**src/rtl/fp_pkg.sv**
```systemverilog
// Shared types and constants for the FP adder result stage.
package fp_pkg;

    localparam logic [7:0]  FP_EXP_MAX = 8'hFF;
    localparam logic [31:0] FP_ZERO    = 32'h0;

    localparam int FLAG_OVF  = 2;
    localparam int FLAG_UNF  = 1;
    localparam int FLAG_ZERO = 0;

    typedef struct packed {
        logic [31:0] result;
        logic [2:0]  flags;
    } fp_res_t;

endpackage

```
**src/rtl/fp_skid_buffer.sv**
```systemverilog
// Two-entry valid/ready buffer: main register M drives the outputs, skid register S
// absorbs one extra beat under backpressure so the producer can run at full rate.
import fp_pkg::*;

module fp_skid_buffer #(
    parameter type T = fp_res_t
) (
    input  logic clk,
    input  logic rst_n,
    input  logic in_valid,
    output logic in_ready,
    input  T     in_data,
    output logic out_valid,
    input  logic out_ready,
    output T     out_data
);

    logic m_valid;
    logic s_valid;
    T     m_data;
    T     s_data;
    logic in_xfer;
    logic drain;

    assign in_xfer   = in_valid & in_ready;
    assign drain     = m_valid & out_ready;
    assign out_valid = m_valid;
    assign out_data  = m_data;

    // in_ready is a flop that always mirrors ~S.valid; S never fills while it is low.
    always_ff @(posedge clk or negedge rst_n) begin
        if (!rst_n) begin
            m_valid  <= 1'b0;
            s_valid  <= 1'b0;
            m_data   <= '0;
            s_data   <= '0;
            in_ready <= 1'b1;
        end else if (drain) begin
            if (s_valid) begin
                m_data   <= s_data;
                s_valid  <= 1'b0;
                in_ready <= 1'b1;
            end else if (in_xfer) begin
                m_data <= in_data;
            end else begin
                m_valid <= 1'b0;
            end
        end else if (in_xfer) begin
            if (!m_valid) begin
                m_data  <= in_data;
                m_valid <= 1'b1;
            end else begin
                s_data   <= in_data;
                s_valid  <= 1'b1;
                in_ready <= 1'b0;
            end
        end
    end

endmodule

```
**src/rtl/fp_add_result_stage.sv**
```systemverilog
// Registered IEEE-754 single post-processing stage behind the FP adder.
// Optional sticky flag register enabled by defining FP_STICKY_FLAGS_EN.
import fp_pkg::*;

module fp_add_result_stage #(
    parameter int SKID_EN_DEPTH = 2
) (
    input  logic        clk,
    input  logic        rst_n,
    input  logic        in_valid,
    output logic        in_ready,
    input  logic [31:0] in_sum,
    input  logic        in_overflow,
    output logic        out_valid,
    input  logic        out_ready,
    output logic [31:0] out_result,
    output logic [2:0]  out_flags
`ifdef FP_STICKY_FLAGS_EN
    ,
    input  logic        sticky_clr,
    output logic [2:0]  sticky_flags
`endif
);

    generate
        if (SKID_EN_DEPTH != 2) begin : g_bad_depth
            $error("fp_add_result_stage: SKID_EN_DEPTH must be 2");
        end
    endgenerate

    fp_res_t    cls;
    fp_res_t    buf_out;
    logic [7:0] exp_f;
    logic       frac_nz;

    assign exp_f   = in_sum[30:23];
    assign frac_nz = |in_sum[22:0];

    // NaN payloads collapse into infinity along with real overflow.
    always_comb begin
        cls.result = in_sum;
        cls.flags  = 3'b000;
        if (in_overflow || exp_f == FP_EXP_MAX) begin
            cls.result           = {in_sum[31], FP_EXP_MAX, 23'h0};
            cls.flags[FLAG_OVF]  = 1'b1;
        end else if (exp_f == 8'h00) begin
            cls.result           = FP_ZERO;
            cls.flags[FLAG_ZERO] = 1'b1;
            cls.flags[FLAG_UNF]  = frac_nz;
        end
    end

    fp_skid_buffer #(.T(fp_res_t)) u_skid (
        .clk       (clk),
        .rst_n     (rst_n),
        .in_valid  (in_valid),
        .in_ready  (in_ready),
        .in_data   (cls),
        .out_valid (out_valid),
        .out_ready (out_ready),
        .out_data  (buf_out)
    );

    assign out_result = buf_out.result;
    assign out_flags  = buf_out.flags;

`ifdef FP_STICKY_FLAGS_EN
    logic out_xfer;
    assign out_xfer = out_valid & out_ready;

    always_ff @(posedge clk or negedge rst_n) begin
        if (!rst_n) begin
            sticky_flags <= 3'b000;
        end else if (sticky_clr || out_xfer) begin
            sticky_flags <= (sticky_clr ? 3'b000 : sticky_flags)
                          | (out_xfer ? out_flags : 3'b000);
        end
    end
`endif

endmodule

```
**config.mk**
```make
export PLATFORM = sky130hd
export DESIGN_NAME = fp_add_result_stage
export DESIGN_NICKNAME = d
export VERILOG_FILES = /design/src/rtl/fp_pkg.sv /design/src/rtl/fp_skid_buffer.sv /design/src/rtl/fp_add_result_stage.sv
export SDC_FILE = /design/constraint.sdc
export NUM_CORES = 1
export LEC_CHECK = 0
export BUFFER_PORTS_ARGS = -buffer_cell sky130_fd_sc_hd__buf_2
export CAP_MARGIN = 20
export CORE_ASPECT_RATIO = 1.2
export CORE_UTILIZATION = 45
export CTS_BUF_LIST = sky130_fd_sc_hd__clkbuf_2
export DETAILED_ROUTE_END_ITERATION = 8
export HOLD_SLACK_MARGIN = 0.05
export PLACE_DENSITY = 0.67
export SYNTH_ARGS = -nofsm -noshare
export SYNTH_HDL_FRONTEND = slang
export SYNTH_HIERARCHICAL = 1
export SYNTH_SLANG_ARGS = --single-unit
```
**constraint.sdc**
```tcl
create_clock -name clk -period 4 [get_ports clk]
set_clock_uncertainty 0.05 [all_clocks]
set_input_delay 0.6 -clock clk [delete_from_list [all_inputs] [get_ports clk]]
set_output_delay 0.6 -clock clk [all_outputs]
set_load 0.1 [all_outputs]
```
==> run_summary.xml <==
<?xml version="1.0" encoding="UTF-8"?>
<metrics>
  <group name="status">
    <metric name="outcome" unit="">finished clean</metric>
  </group>
  <group name="logic_synthesis">
    <metric name="synth_commonest_cells" unit="">dfrtp_1 (72), o21ai_0 (61), and2_1 (27)</metric>
    <metric name="yosys_register_bits" unit="">73</metric>
    <metric name="post_synth_cell_types" unit="">35</metric>
    <metric name="synth.most_common_cell" unit="">dfrtp_1</metric>
    <metric name="netlist_area" unit="mm^2">0.00398</metric>
    <metric name="syn-mean-instance-area" unit="um^2">11.9</metric>
    <metric name="yosysWarnings" unit="">6</metric>
    <metric name="netlist.top_cell.by_area" unit="">dfrtp_1</metric>
    <metric name="netlist_top_cells_area" unit="">dfrtp_1 (45%), mux2_4 (9.4%), o21ai_0 (7.7%)</metric>
    <metric name="ys.flop_type" unit="">dfrtp_1</metric>
    <metric name="synth_seq_area_share" unit="%">46.0</metric>
    <metric name="number_of_flops_mapped_to_enable_cells_by_yosys" unit="">0</metric>
    <metric name="postSynthCellCount" unit="">335</metric>
    <metric name="mappedNetlistNets" unit="">372</metric>
    <metric name="synth.top_cell.area_share" unit="%">45.3</metric>
    <metric name="proportion_of_synthesized_flip_flops_having_asynchronous_set_or_reset" unit="%">100</metric>
  </group>
  <group name="worst_setup_path">
    <metric name="worst_path_largest_cell_delay" unit="ps">720</metric>
    <metric name="crit_family" unit="">flip-flops</metric>
    <metric name="worst_path_max_delay_cell" unit="">dfrtp_1</metric>
    <metric name="cp_cell_sequence" unit="">buf_2</metric>
    <metric name="r2r_setup_slack" unit="ps">1600</metric>
    <metric name="timing.critical_path.from_type" unit="">register</metric>
    <metric name="endpoint_kind" unit="">primary output</metric>
    <metric name="worst_path_bufs_invs" unit="">1</metric>
    <metric name="timing.setup.critical_path_class" unit="">reg2out</metric>
    <metric name="arrival_time_at_the_worst_endpoint" unit="ps">1800</metric>
    <metric name="timing.critical_path.required" unit="ps">3350</metric>
    <metric name="cp_max_fo" unit="">17</metric>
  </group>
  <group name="drt">
    <metric name="detail_route.drc_violations" unit="">0</metric>
    <metric name="drt_iter0_markers" unit="">245</metric>
    <metric name="vias" unit="">2915</metric>
    <metric name="post_drt_via_cell_ratio" unit="">5.58</metric>
    <metric name="dr_wl_met2" unit="um">4780</metric>
    <metric name="wl_met1" unit="um">4160</metric>
    <metric name="postRouteWirelength" unit="um">9640</metric>
    <metric name="detailroute.wirelength.met3" unit="um">551</metric>
    <metric name="final_antenna_net_count" unit="">0</metric>
    <metric name="wl_per_cell" unit="um">18.5</metric>
    <metric name="detailedRoute.firstPassIterationCount" unit="">4</metric>
    <metric name="highest-signal-layer" unit="">met4</metric>
  </group>
  <group name="clocking">
    <metric name="cts_resized" unit="">0</metric>
    <metric name="ctsHtreeMaxLevel" unit="">3</metric>
    <metric name="clk_latency" unit="ps">540</metric>
    <metric name="cts.path.max_buffers" unit="">2</metric>
    <metric name="postCtsSetupBuffers" unit="">0</metric>
    <metric name="numClockSinks" unit="">73</metric>
    <metric name="path_clk_slew" unit="ps">190</metric>
    <metric name="tritoncts.num_buffers" unit="">9</metric>
    <metric name="cts.root.buffer_cell" unit="">clkbuf_2</metric>
    <metric name="tritoncts" unit="">built</metric>
  </group>
  <group name="timing">
    <metric name="grt_setup_unrepaired" unit="">false</metric>
    <metric name="finalSetupViolations" unit="">0</metric>
    <metric name="finalWorstPathRequiredPeriod" unit="ps">2450</metric>
    <metric name="fin_ws" unit="ps">1550</metric>
    <metric name="layout_worst_path_cycle_share" unit="%">61.2</metric>
    <metric name="worst_slew_margin_rel" unit="%">33.8</metric>
    <metric name="maxClockFrequency" unit="MHz">409</metric>
    <metric name="worst_pin_slew" unit="ps">993</metric>
    <metric name="hold-worst-slack" unit="ps">354</metric>
    <metric name="maxSlewViolCount" unit="">0</metric>
    <metric name="fin_tns_setup" unit="ps">0</metric>
    <metric name="hold_violation_count_in_the_final_report" unit="">0</metric>
  </group>
  <group name="power_and_ir_drop">
    <metric name="power_density" unit="mW/mm^2">277</metric>
    <metric name="ir_drop" unit="uV">119</metric>
    <metric name="cellLeakagePower" unit="nW">2.21</metric>
  </group>
  <group name="floorplanning">
    <metric name="floorplan.die.height" unit="um">105</metric>
    <metric name="floorplan.initialDensity" unit="%">46.4</metric>
    <metric name="floorplan.rows" unit="">37</metric>
    <metric name="core_region_area" unit="mm^2">0.00856</metric>
    <metric name="fp.dieArea" unit="mm^2">0.00922</metric>
    <metric name="die_width" unit="um">87.8</metric>
    <metric name="ioPinCount" unit="">74</metric>
  </group>
  <group name="finish">
    <metric name="final_util" unit="%">51.6</metric>
    <metric name="fill_cells" unit="">806</metric>
    <metric name="final_layout_size_suffix_gt1_share" unit="%">41.2</metric>
    <metric name="antenna_cells" unit="">0</metric>
    <metric name="nNetsFinal" unit="">437</metric>
    <metric name="area_growth_from_synthesis_to_final_layout" unit="%">11.1</metric>
  </group>
  <group name="global_route">
    <metric name="grt_pass1_wl" unit="um">15600</metric>
    <metric name="global_route.overflow_total" unit="">0</metric>
    <metric name="grt.total_usage" unit="%">22.5</metric>
    <metric name="grt_pass1_vias" unit="">3021</metric>
    <metric name="antenna_violations_before_repair" unit="">0</metric>
    <metric name="pin_count_of_the_biggest_net_entering_global_routing" unit="">49</metric>
  </group>
  <group name="place">
    <metric name="dp_slack" unit="ps">1260</metric>
    <metric name="gp_routability_congestion" unit="">0.875</metric>
    <metric name="hpwl" unit="um">6060</metric>
    <metric name="place.port_buffers" unit="">73</metric>
  </group>
  <group name="job">
    <metric name="max_cap_viol_count" unit="">0</metric>
  </group>
  <group name="worst_hold_path">
    <metric name="worstHoldPathType" unit="">in2reg</metric>
  </group>
</metrics>
==> worst min-delay path: cells and delay by family <==
kind                   cells  cell delay, ps
AND/OR/NAND/NOR            1             120
multiplexers               1             110
buffers and inverters      1             100
==> where the power goes <==
group	leakage, nW	internal [mW]	switching [mW]
registers	1.00	0.744	0.00256
clock network	0.0556	0.0744	0.266
logic	1.15	0.0413	0.0968
==> flip-flops by register name, summed over array words and instances, names as in the netlist <==
signal,count
u_skid/out_data,35
u_skid/s_data,35
u_skid/s_valid,1
u_skid/in_ready,1
u_skid/out_valid,1
==> cell usage in the layout (no fill, tap or decap), types with 2 or more instances in the layout <==
master,count
mux2_1,9
a2bb2oi_1,22
nand2_1,3
nor3b_2,20
buf_2,73
or2_2,8
mux2_2,11
and2_1,27
nor3b_1,3
o21ai_0,61
nor4_1,5
clkinv_1,4
a2bb2oi_2,3
clkinv_2,2
dfrtp_1,72
nand4_1,12
buf_4,7
inv_1,11
clkbuf_2,10
mux2_4,25
nor4_2,2
==> final cells by class <==
type,count,area [um^2],share of cell area [%]
Clock buffer,10,50.0,1.13
Clock inverter,6,25.0,0.566
Inverter,11,41.3,0.934
Multi-Input combinational cell,224,1900,43.0
Sequential cell,73,1830,41.4
Tap cell,117,146,3.31
Timing Repair Buffer,81,428,9.68
==> what timing repair did <==
item / CTS / global route
setup endpoints to repair: 0 / 0
hold buffers: 1 / 0
hold endpoints to repair: 24 / 0
==> worst paths after layout <==
path | startpoint | to | depth (start not counted)
max | u_skid/out_valid$_DFFE_PN0P_ | out_valid | 1
min | in_sum[23] | u_skid/s_data[26]$_DFFE_PN0P_ | 3
max reg2reg | u_skid/in_ready$_DFFE_PN1P_ | u_skid/out_data[27]$_DFFE_PN0P_ | 4
min reg2reg | u_skid/s_data[31]$_DFFE_PN0P_ | u_skid/s_data[31]$_DFFE_PN0P_ | 1
max in group asynchronous | rst_n | u_skid/out_data[32]$_DFFE_PN0P_ | 3
min in group asynchronous | rst_n | u_skid/out_data[17]$_DFFE_PN0P_ | 2
==> stage by stage <==
step	total power, mW	cells	cell area [um^2]
floorplan	0.843	335	3980
global placement	0.897	505	4330
CTS	1.24	522	4420
finish	1.23	522	4420
detailed placement	0.900	505	4330
global route	1.27	522	4420
==> cells by family (layout without fill, tap and decap cells) <==
group,Yosys count,count (layout),share of synthesized area (%)
flip-flops,73,73,46.0
multiplexers,45,45,15.1
AND/OR/NAND/NOR,86,86,17.2
buffers and inverters,38,108,6.26
AO/OA/AOI/OAI,93,93,15.4
==> metal layers <==
| layer | global-route usage [%] | vias up |
|---|---|---|
| met4 | 9.37 | 0 |
| met5 | 0 | - |
| met2 | 36.5 | 104 |
| met1 | 28.5 | 1446 |
| met3 | 5.13 | 11 |
| li1 | - | 1354 |
Power figures use the tool's default switching activity.
